[config.mk]
export PLATFORM = sky130hd
export DESIGN_NAME = imem_loader
export DESIGN_NICKNAME = d
export VERILOG_FILES = /design/src/rtl/loader_defs.sv /design/src/rtl/imem_loader.sv
export SDC_FILE = /design/constraint.sdc
export NUM_CORES = 1
export LEC_CHECK = 0
export ABC_AREA = 1
export CORE_MARGIN = 1
export CORE_UTILIZATION = 30
export DETAILED_ROUTE_END_ITERATION = 7
export GPL_ROUTABILITY_DRIVEN = 0
export PLACE_DENSITY = 0.58
export SLEW_MARGIN = 25
export SYNTH_ARGS = -nofsm -noshare
export SYNTH_HDL_FRONTEND = slang
export SYNTH_SLANG_ARGS = --single-unit
[constraint.sdc]
create_clock -name clk -period 4.09 [get_ports clk]
set_input_delay 0.6135 -clock clk [delete_from_list [all_inputs] [get_ports clk]]
set_output_delay 0.6135 -clock clk [all_outputs]
set_load 0.02 [all_outputs]
[src/rtl/loader_defs.sv]
// Shared definitions for the instruction-memory loader: FSM state encoding,
// default frame start byte and frame-field widths.
package loader_defs;

  typedef enum logic [2:0] {
    ST_IDLE,
    ST_LEN0,
    ST_LEN1,
    ST_DATA,
    ST_WRITE,
    ST_CSUM,
    ST_DONE,
    ST_ERR
  } state_t;

  // Frame start byte
  localparam logic [7:0] MAGIC_DEFAULT = 8'hA5;

  // Length field is 16 bits; the word counter carries one extra bit so a
  // full-capacity image does not wrap before the final compare.
  localparam int LEN_W = 16;
  localparam int CNT_W = LEN_W + 1;

endpackage

[src/rtl/imem_loader.sv]
// imem_loader: receives a framed byte stream (MAGIC, LEN_LO, LEN_HI, payload,
// optional CSUM), assembles little-endian 32-bit words and writes them into
// port A of the instruction memory. The core is held in reset until a full,
// valid image is in place.
// Build option: define IMEM_LOADER_CHECKSUM_EN to expect and check a trailing
// XOR checksum byte after the payload.
module imem_loader
  import loader_defs::*;
#(
  parameter int         ADDR_W = 14,
  parameter logic [7:0] MAGIC  = MAGIC_DEFAULT
) (
  input  logic              clk,
  input  logic              reset,
  input  logic              rx_valid,
  input  logic [7:0]        rx_data,
  output logic              rx_ready,
  output logic              imem_en,
  output logic [3:0]        imem_we,
  output logic [ADDR_W-1:0] imem_addr,
  output logic [31:0]       imem_din,
  output logic              cpu_reset,
  output logic              load_done,
  output logic              error
);

  // Memory capacity in words, held at counter width for the length check
  localparam logic [CNT_W-1:0] CAPACITY = {{(CNT_W-1){1'b0}}, 1'b1} << ADDR_W;

  state_t           state_reg;
  logic [LEN_W-1:0] len_reg;
  logic [CNT_W-1:0] cnt_reg;
  logic [1:0]       byte_idx_reg;
  logic [23:0]      word_reg;     // lanes 0..2; lane 3 comes straight from rx_data
`ifdef IMEM_LOADER_CHECKSUM_EN
  logic [7:0]       csum_reg;
`endif

  logic             accept;
  logic             is_magic;
  logic [LEN_W-1:0] full_len;
  logic [CNT_W-1:0] cnt_inc;
  logic             last_word;

  assign accept    = rx_valid && rx_ready;
  assign is_magic  = (rx_data == MAGIC);
  assign full_len  = {rx_data, len_reg[7:0]};
  assign cnt_inc   = cnt_reg + {{(CNT_W-1){1'b0}}, 1'b1};
  assign last_word = (cnt_inc == {1'b0, len_reg});

  // Frame-parsing FSM with all outputs registered
  always_ff @(posedge clk or posedge reset) begin
    if (reset) begin
      state_reg    <= ST_IDLE;
      rx_ready     <= 1'b1;
      imem_en      <= 1'b0;
      imem_we      <= 4'h0;
      imem_addr    <= '0;
      imem_din     <= '0;
      cpu_reset    <= 1'b1;
      load_done    <= 1'b0;
      error        <= 1'b0;
      len_reg      <= '0;
      cnt_reg      <= '0;
      byte_idx_reg <= '0;
      word_reg     <= '0;
`ifdef IMEM_LOADER_CHECKSUM_EN
      csum_reg     <= '0;
`endif
    end else begin
      // The write strobe is a single-cycle pulse; the link is stalled only
      // while that write is in flight.
      imem_en  <= 1'b0;
      imem_we  <= 4'h0;
      rx_ready <= 1'b1;

      case (state_reg)
        ST_IDLE: begin
          if (accept && is_magic) begin
            state_reg    <= ST_LEN0;
            cnt_reg      <= '0;
            byte_idx_reg <= '0;
`ifdef IMEM_LOADER_CHECKSUM_EN
            csum_reg     <= '0;
`endif
          end
        end

        ST_LEN0: begin
          if (accept) begin
            len_reg[7:0] <= rx_data;
            state_reg    <= ST_LEN1;
          end
        end

        ST_LEN1: begin
          if (accept) begin
            len_reg <= full_len;
            if ({1'b0, full_len} > CAPACITY) begin
              state_reg <= ST_ERR;
              error     <= 1'b1;
              cpu_reset <= 1'b1;
            end else if (full_len == '0) begin
`ifdef IMEM_LOADER_CHECKSUM_EN
              state_reg <= ST_CSUM;
`else
              state_reg <= ST_DONE;
              cpu_reset <= 1'b0;
              load_done <= 1'b1;
`endif
            end else begin
              state_reg <= ST_DATA;
            end
          end
        end

        ST_DATA: begin
          if (accept) begin
            byte_idx_reg <= byte_idx_reg + 2'd1;
`ifdef IMEM_LOADER_CHECKSUM_EN
            csum_reg     <= csum_reg ^ rx_data;
`endif
            case (byte_idx_reg)
              2'd0: word_reg[7:0]   <= rx_data;
              2'd1: word_reg[15:8]  <= rx_data;
              2'd2: word_reg[23:16] <= rx_data;
              default: begin
                // Fourth byte completes the word: issue the write next cycle
                state_reg <= ST_WRITE;
                imem_en   <= 1'b1;
                imem_we   <= 4'hF;
                imem_addr <= cnt_reg[ADDR_W-1:0];
                imem_din  <= {rx_data, word_reg};
                rx_ready  <= 1'b0;
              end
            endcase
          end
        end

        ST_WRITE: begin
          cnt_reg <= cnt_inc;
          if (last_word) begin
`ifdef IMEM_LOADER_CHECKSUM_EN
            state_reg <= ST_CSUM;
`else
            state_reg <= ST_DONE;
            cpu_reset <= 1'b0;
            load_done <= 1'b1;
`endif
          end else begin
            state_reg <= ST_DATA;
          end
        end

`ifdef IMEM_LOADER_CHECKSUM_EN
        ST_CSUM: begin
          if (accept) begin
            if (rx_data == csum_reg) begin
              state_reg <= ST_DONE;
              cpu_reset <= 1'b0;
              load_done <= 1'b1;
            end else begin
              state_reg <= ST_ERR;
              error     <= 1'b1;
              cpu_reset <= 1'b1;
            end
          end
        end
`endif

        ST_DONE: begin
          if (accept && is_magic) begin
            state_reg    <= ST_LEN0;
            cpu_reset    <= 1'b1;
            load_done    <= 1'b0;
            cnt_reg      <= '0;
            byte_idx_reg <= '0;
`ifdef IMEM_LOADER_CHECKSUM_EN
            csum_reg     <= '0;
`endif
          end
        end

        ST_ERR: begin
          if (accept && is_magic) begin
            state_reg    <= ST_LEN0;
            error        <= 1'b0;
            cnt_reg      <= '0;
            byte_idx_reg <= '0;
`ifdef IMEM_LOADER_CHECKSUM_EN
            csum_reg     <= '0;
`endif
          end
        end

        default: begin
          state_reg <= ST_IDLE;
        end
      endcase
    end
  end

endmodule

==> results.cfg, run 1 <==
[pwr]
finalPower_uw = 5275
combinationalPowerShare_pct = 34.1
ir_drop_mv = 0.3460
p_sw_uw = 1897
seqPwrFrac_pct = 35.7
pwr-share-clk_pct = 30.2
power_density_nw_per_um2 = 778.1
power.share.switching_pct = 35.96
p_leak_uw = 0.003192
internal-power_uw = 3378

[sta]
rsz0062_at_grt = no
hold_violations = 0
finalSetupViolCount = 0
worstMarginPinSlew_ps = 859.9
fin_skew_ps = 5.487
fin_crit_sh_pct = 75.03
fin_ws_ps = 1021
drv_slew = 0
tns_ps = 0
slew_headroom_pct = 42.68
fin_crit_ps = 3069
timing.fmax_mhz = 325.9

[logic_synthesis]
synth_seq_cells = 113
yosysMostFrequentCell = nand2_1
synth_seq_area_share_pct = 53.46
syn_area_per_cell_um2 = 8.337
yosys_warnings = 0
synth_enable_flop_cells = 0
synthTopCellsByArea = dfrtp_1 (52%), nand2_1 (16%), o21ai_0 (6.1%)
async_reset_ff_share_pct = 100.0
synth_common_cells = nand2_1 (224), dfrtp_1 (111), o21ai_0 (65)
synth_fp_nets = 651
syn-cell-area_um2 = 5294
ys.flop_type = dfrtp_1
synthCells = 635
synth_cell_type_count = 30
synth_top_area_share_pct = 52.47
yosysTopAreaCell = dfrtp_1

[clock_network]
clk_latency_ps = 420
post_cts_resized = 0
cts_sinks = 113
post_cts_buffers = 0
cts_buffers = 17
ctsHoldBuffers = 0
cts_tree = done
path_clk_slew_ps = 50
cts-root-buf = clkbuf_16
clockBufferDepth = 2
htreeDepth = 4

[layout]
drive_gt1_share_pct = 10.52
fin_area_um2 = 6779
diodes = 0
largest_reg_flops = 32
fillers = 1722
nets = 716
syn2layout_area_growth_pct = 28.05

[global_routing]
antenna_found_initial = 0
grt_pass1_wl_um = 21420
grt_use_total_pct = 15.57
grt_pass1_vias = 4153
gr-total-overflow = 0
grt_max_degree = 70

[job]
drv_cap = 0

[worst_setup_path]
crit_slowest_cell = clkinv_2
critPathRequiredTime_ps = 4390
path_max_fanout = 69
path_common_cell = nor2_4
critical_path_buf_inv_count = 3
slowest_delay_ps = 830
end_kind = flop
cp_cell_sequence = clkdlybuf4s50_1, nand2_1, nor2_4, inv_2, nor2_4, clkinv_2, o21ai_0
cp-start-kind = input pin
cp_top_family = buffers and inverters
critPathArrivalTime_ps = 3370
critical_path_class = in -> reg

[placement]
pre_cts_ws_ps = 942.8
portBuffers = 65
dp_hpwl_um = 9087
post_dp_cell_area_um2 = 6135

[floorplan]
dieArea_um2 = 18180
initial_utilization_pct = 30.71
die_h_um = 134.8
core-area_um2 = 17240
pin_count = 66
die_width_um = 134.8
fp-row-count = 48

[run_status]
status = finished clean

[worst_hold_path]
hp-class = reg -> reg

[detailed_routing]
wl_per_cell_um = 13.79
routed_wl_um = 12930
vias = 4333
ant_nets = 0
via_per_inst = 4.619
drc = 0
drt-initial-drc-count = 401
first_pass_iters = 5
## layer usage
layer | wire, um | track usage [%]
met4 | 262 | 6.617
met3 | 655 | 4.392
met5 | 0 | 0
met2 | 5734 | 22.85
met1 | 6278 | 21.41
## layout make-up
class	count	area (um^2)	area share (%)
Multi-Input combinational cell	435	2097	30.93
Inverter	66	251.5	3.710
Clock buffer	23	488.0	7.198
Clock inverter	9	152.6	2.252
Timing Repair Buffer	67	678.2	10.00
Tap cell	225	281.5	4.153
Sequential cell	113	2830	41.75
## worst paths after layout
check	slack (ps)	cells after the start	endpoint	start
hold / removal	470	2	cpu_reset	cpu_reset
min in group asynchronous	640	2	imem_din[7]	reset
setup reg to reg	1140	6	imem_addr[8]	rx_ready
setup / recovery	1020	7	imem_addr[8]	rx_valid
hold reg to reg	470	2	cpu_reset	cpu_reset
max in group asynchronous	2700	3	imem_addr[4]	reset
## metrics by stage
stage               util (%)  std cells  hold slack (ps)
floorplan                  -        635            449.2
global placement       35.59        906            458.4
detailed placement     35.59        906            456.5
CTS                    39.31        938            470.0
global route           39.33        938            497.4
finish                 39.33        938            467.2
## power groups by stage
stage / combinational [uW] / sequential, uW / clock, uW
CTS: 1820 / 1880 / 1620
global route: 2030 / 1950 / 1680
finish: 1800 / 1880 / 1590
detailed placement: 1810 / 1900 / 0
floorplan: 1020 / 2030 / 0
global placement: 1770 / 1900 / 0
## cell usage in the layout, fill, tap and decap left out, drive strengths merged
cell type        n
bufinv           4
inv             65
nand3           43
clkdlybuf4s50   65
nor2            37
buf              2
o21ai           80
dfrtp          111
a21oi            3
xnor3            1
xor2             5
ha               5
clkinv           3
xnor2            1
a31oi            1
nor4             3
o31ai            1
nor3             3
dfstp            2
clkbuf          23
nand2          233
nand4            9
o22ai           10
clkinvlp         3
## worst register-to-register path, delay by kind of cell (launching register included)
kind / cells / cell delay (ps)
buf+inv: 2 / 900
simple gates: 3 / 890
flops: 1 / 560
compound gates: 1 / 470
## cell families (layout without fill, tap and decap cells)
logic type      count (synthesis)  count (layout)  synth area share [%]
compound gates                 95              95                 9.360
fa+ha+maj                       5               5                 1.182
xor+xnor                        7               7                 1.418
simple gates                  328             328                 27.61
flops                         113             113                 53.46
buf+inv                        87             165                 6.972
Note: power is estimated with default switching activity, not from simulation.
==> run 2, diff against run 1 <==
- PLACE_DENSITY: 0.58 -> 0.6
- clock period: 4.09 -> 2.6 ns (I/O delays scaled with it)
==> results.cfg, run 2 (synthesized netlist as in run 1, its figures left out) <==
[worst_hold_path]
hp-class = in -> async

[detailed_routing]
routed_wl_um = 13190
drc = 0
met3_length_um = 621
wl_met1_um = 6754
ant_nets = 0
drt-initial-drc-count = 194
first_pass_iters = 5
vias = 4346
wl_met2_um = 5585
wl_per_cell_um = 13.94
via_per_inst = 4.594
highest-signal-layer = met4

[floorplan]
fp-row-count = 48
pin_count = 66
initial_utilization_pct = 30.71
die_width_um = 134.8
dieArea_um2 = 18180
die_h_um = 134.8
core-area_um2 = 17240

[worst_setup_path]
reg2reg_slack_ps = 450
rr_startpoint = cnt_reg[0]
critical_path_buf_inv_count = 1
cp_cell_sequence = ha_1, nand2_2, nor2_4, nand2_2, nor2_2, nand3_1, nand2_1, nand2_1, inv_1, nand2_1, nor2_4, nand3_2, nand2_4, nand2_1, nand2_1, o21ai_1
path_common_cell = nand2_1
regToRegEndpoint = state_reg[0]
reg2reg_depth = 16
crit_slowest_cell = dfrtp_1
slowest_delay_ps = 440
cp_top_family = simple AND/OR/NAND/NOR gates
cp-start-kind = flop
end_kind = flop
critPathRequiredTime_ps = 2900
path_max_fanout = 6
critical_path_class = reg -> reg
critPathArrivalTime_ps = 2440

[placement]
dp_hpwl_um = 9353
portBuffers = 65
pre_cts_ws_ps = 362.1
post_dp_cell_area_um2 = 6221

[global_routing]
antenna_found_initial = 0
grt_pass1_vias = 4107
grt_pass1_wl_um = 21680
gr-total-overflow = 0
grt_max_degree = 67
grt_use_total_pct = 15.60

[layout]
diodes = 0
nets = 724
layout_common_cells = nand2_1 (224), dfrtp_1 (111), o21ai_0 (65), clkdlybuf4s50_1 (65), inv_1 (57)
fillers = 1740
largest_reg_flops = 32
syn2layout_area_growth_pct = 29.21
final_common_cell = nand2_1
drive_gt1_share_pct = 11.65
fin_area_um2 = 6840
final_core_util_pct = 39.68

[job]
drv_cap = 0

[pwr]
finalPower_uw = 8264
power_density_nw_per_um2 = 1208
ir_drop_mv = 0.5430
p_leak_uw = 0.003218

[run_status]
status = finished clean

[clock_network]
cts-root-buf = clkbuf_16
cts_buffers = 17
htreeDepth = 4
cts_tree = done
ctsHoldBuffers = 0
post_cts_resized = 0
clockBufferDepth = 2
cts_sinks = 113
clk_latency_ps = 420
post_cts_buffers = 0
path_clk_slew_ps = 60

[sta]
fin_crit_sh_pct = 82.51
fin_skew_ps = 8.501
timing.fmax_mhz = 466.2
finalSetupViolCount = 0
hold_violations = 0
drv_slew = 0
fin_ws_ps = 454.8
slew_headroom_pct = 51.46
tns_ps = 0
fin_crit_ps = 2145
worstMarginPinSlew_ps = 726.6
rsz0062_at_grt = no
==> run 2: layout make-up <==
class / count / area [um^2] / share of cell area (%)
multi-input combinational: 435 / 2095 / 30.62
clock buffer: 18 / 439.2 / 6.420
tap: 225 / 281.5 / 4.116
inverter: 66 / 251.5 / 3.677
timing repair buffer: 75 / 763.2 / 11.16
clock inverter: 14 / 180.2 / 2.634
sequential: 113 / 2830 / 41.38
==> run 2: how the worst max path moves through the flow <==
stage | from | slack, ps | to | depth (start not counted)
2_1_floorplan | cnt_reg[0] | 780 | load_done | 16
3_3_place_gp | rx_data[2] | 440 | state_reg[2] | 11
3_5_place_dp | rx_data[5] | 360 | state_reg[2] | 10
4_1_cts | cnt_reg[0] | 470 | state_reg[0] | 16
5_1_grt | cnt_reg[0] | 300 | state_reg[0] | 16
6_report | cnt_reg[0] | 450 | state_reg[0] | 16
==> run 2: power by group <==
part | total (uW) | internal, uW | leakage [uW] | switching (uW)
clock network | 2420 | 1540 | 0.000286 | 880
registers | 2970 | 2470 | 0.00144 | 500
logic | 2870 | 1170 | 0.00149 | 1710
==> run 2: layer usage <==
| metal | GRT usage [%] | vias to the layer above |
|---|---|---|
| met4 | 6.554 | 0 |
| met2 | 22.74 | 106 |
| li1 | - | 2182 |
| met5 | 0 | - |
| met1 | 22.32 | 2042 |
| met3 | 3.303 | 16 |
==> run 2: worst register-to-register path: cells and delay by family, from the launching register on <==
| family | cells | cell delay, ps |
|---|---|---|
| AO/OA/AOI/OAI | 1 | 60 |
| AND/OR/NAND/NOR | 13 | 1210 |
| adder cells (fa/ha/maj) | 1 | 260 |
| buffers and inverters | 1 | 50 |
| flip-flops | 1 | 440 |
==> run 2: metrics by stage <==
step,hold WS (ps),cells
3_3_place_gp,453.3,914
6_report,454.4,946
3_5_place_dp,457.7,914
5_1_grt,493.5,946
4_1_cts,465.6,946
2_1_floorplan,449.2,635
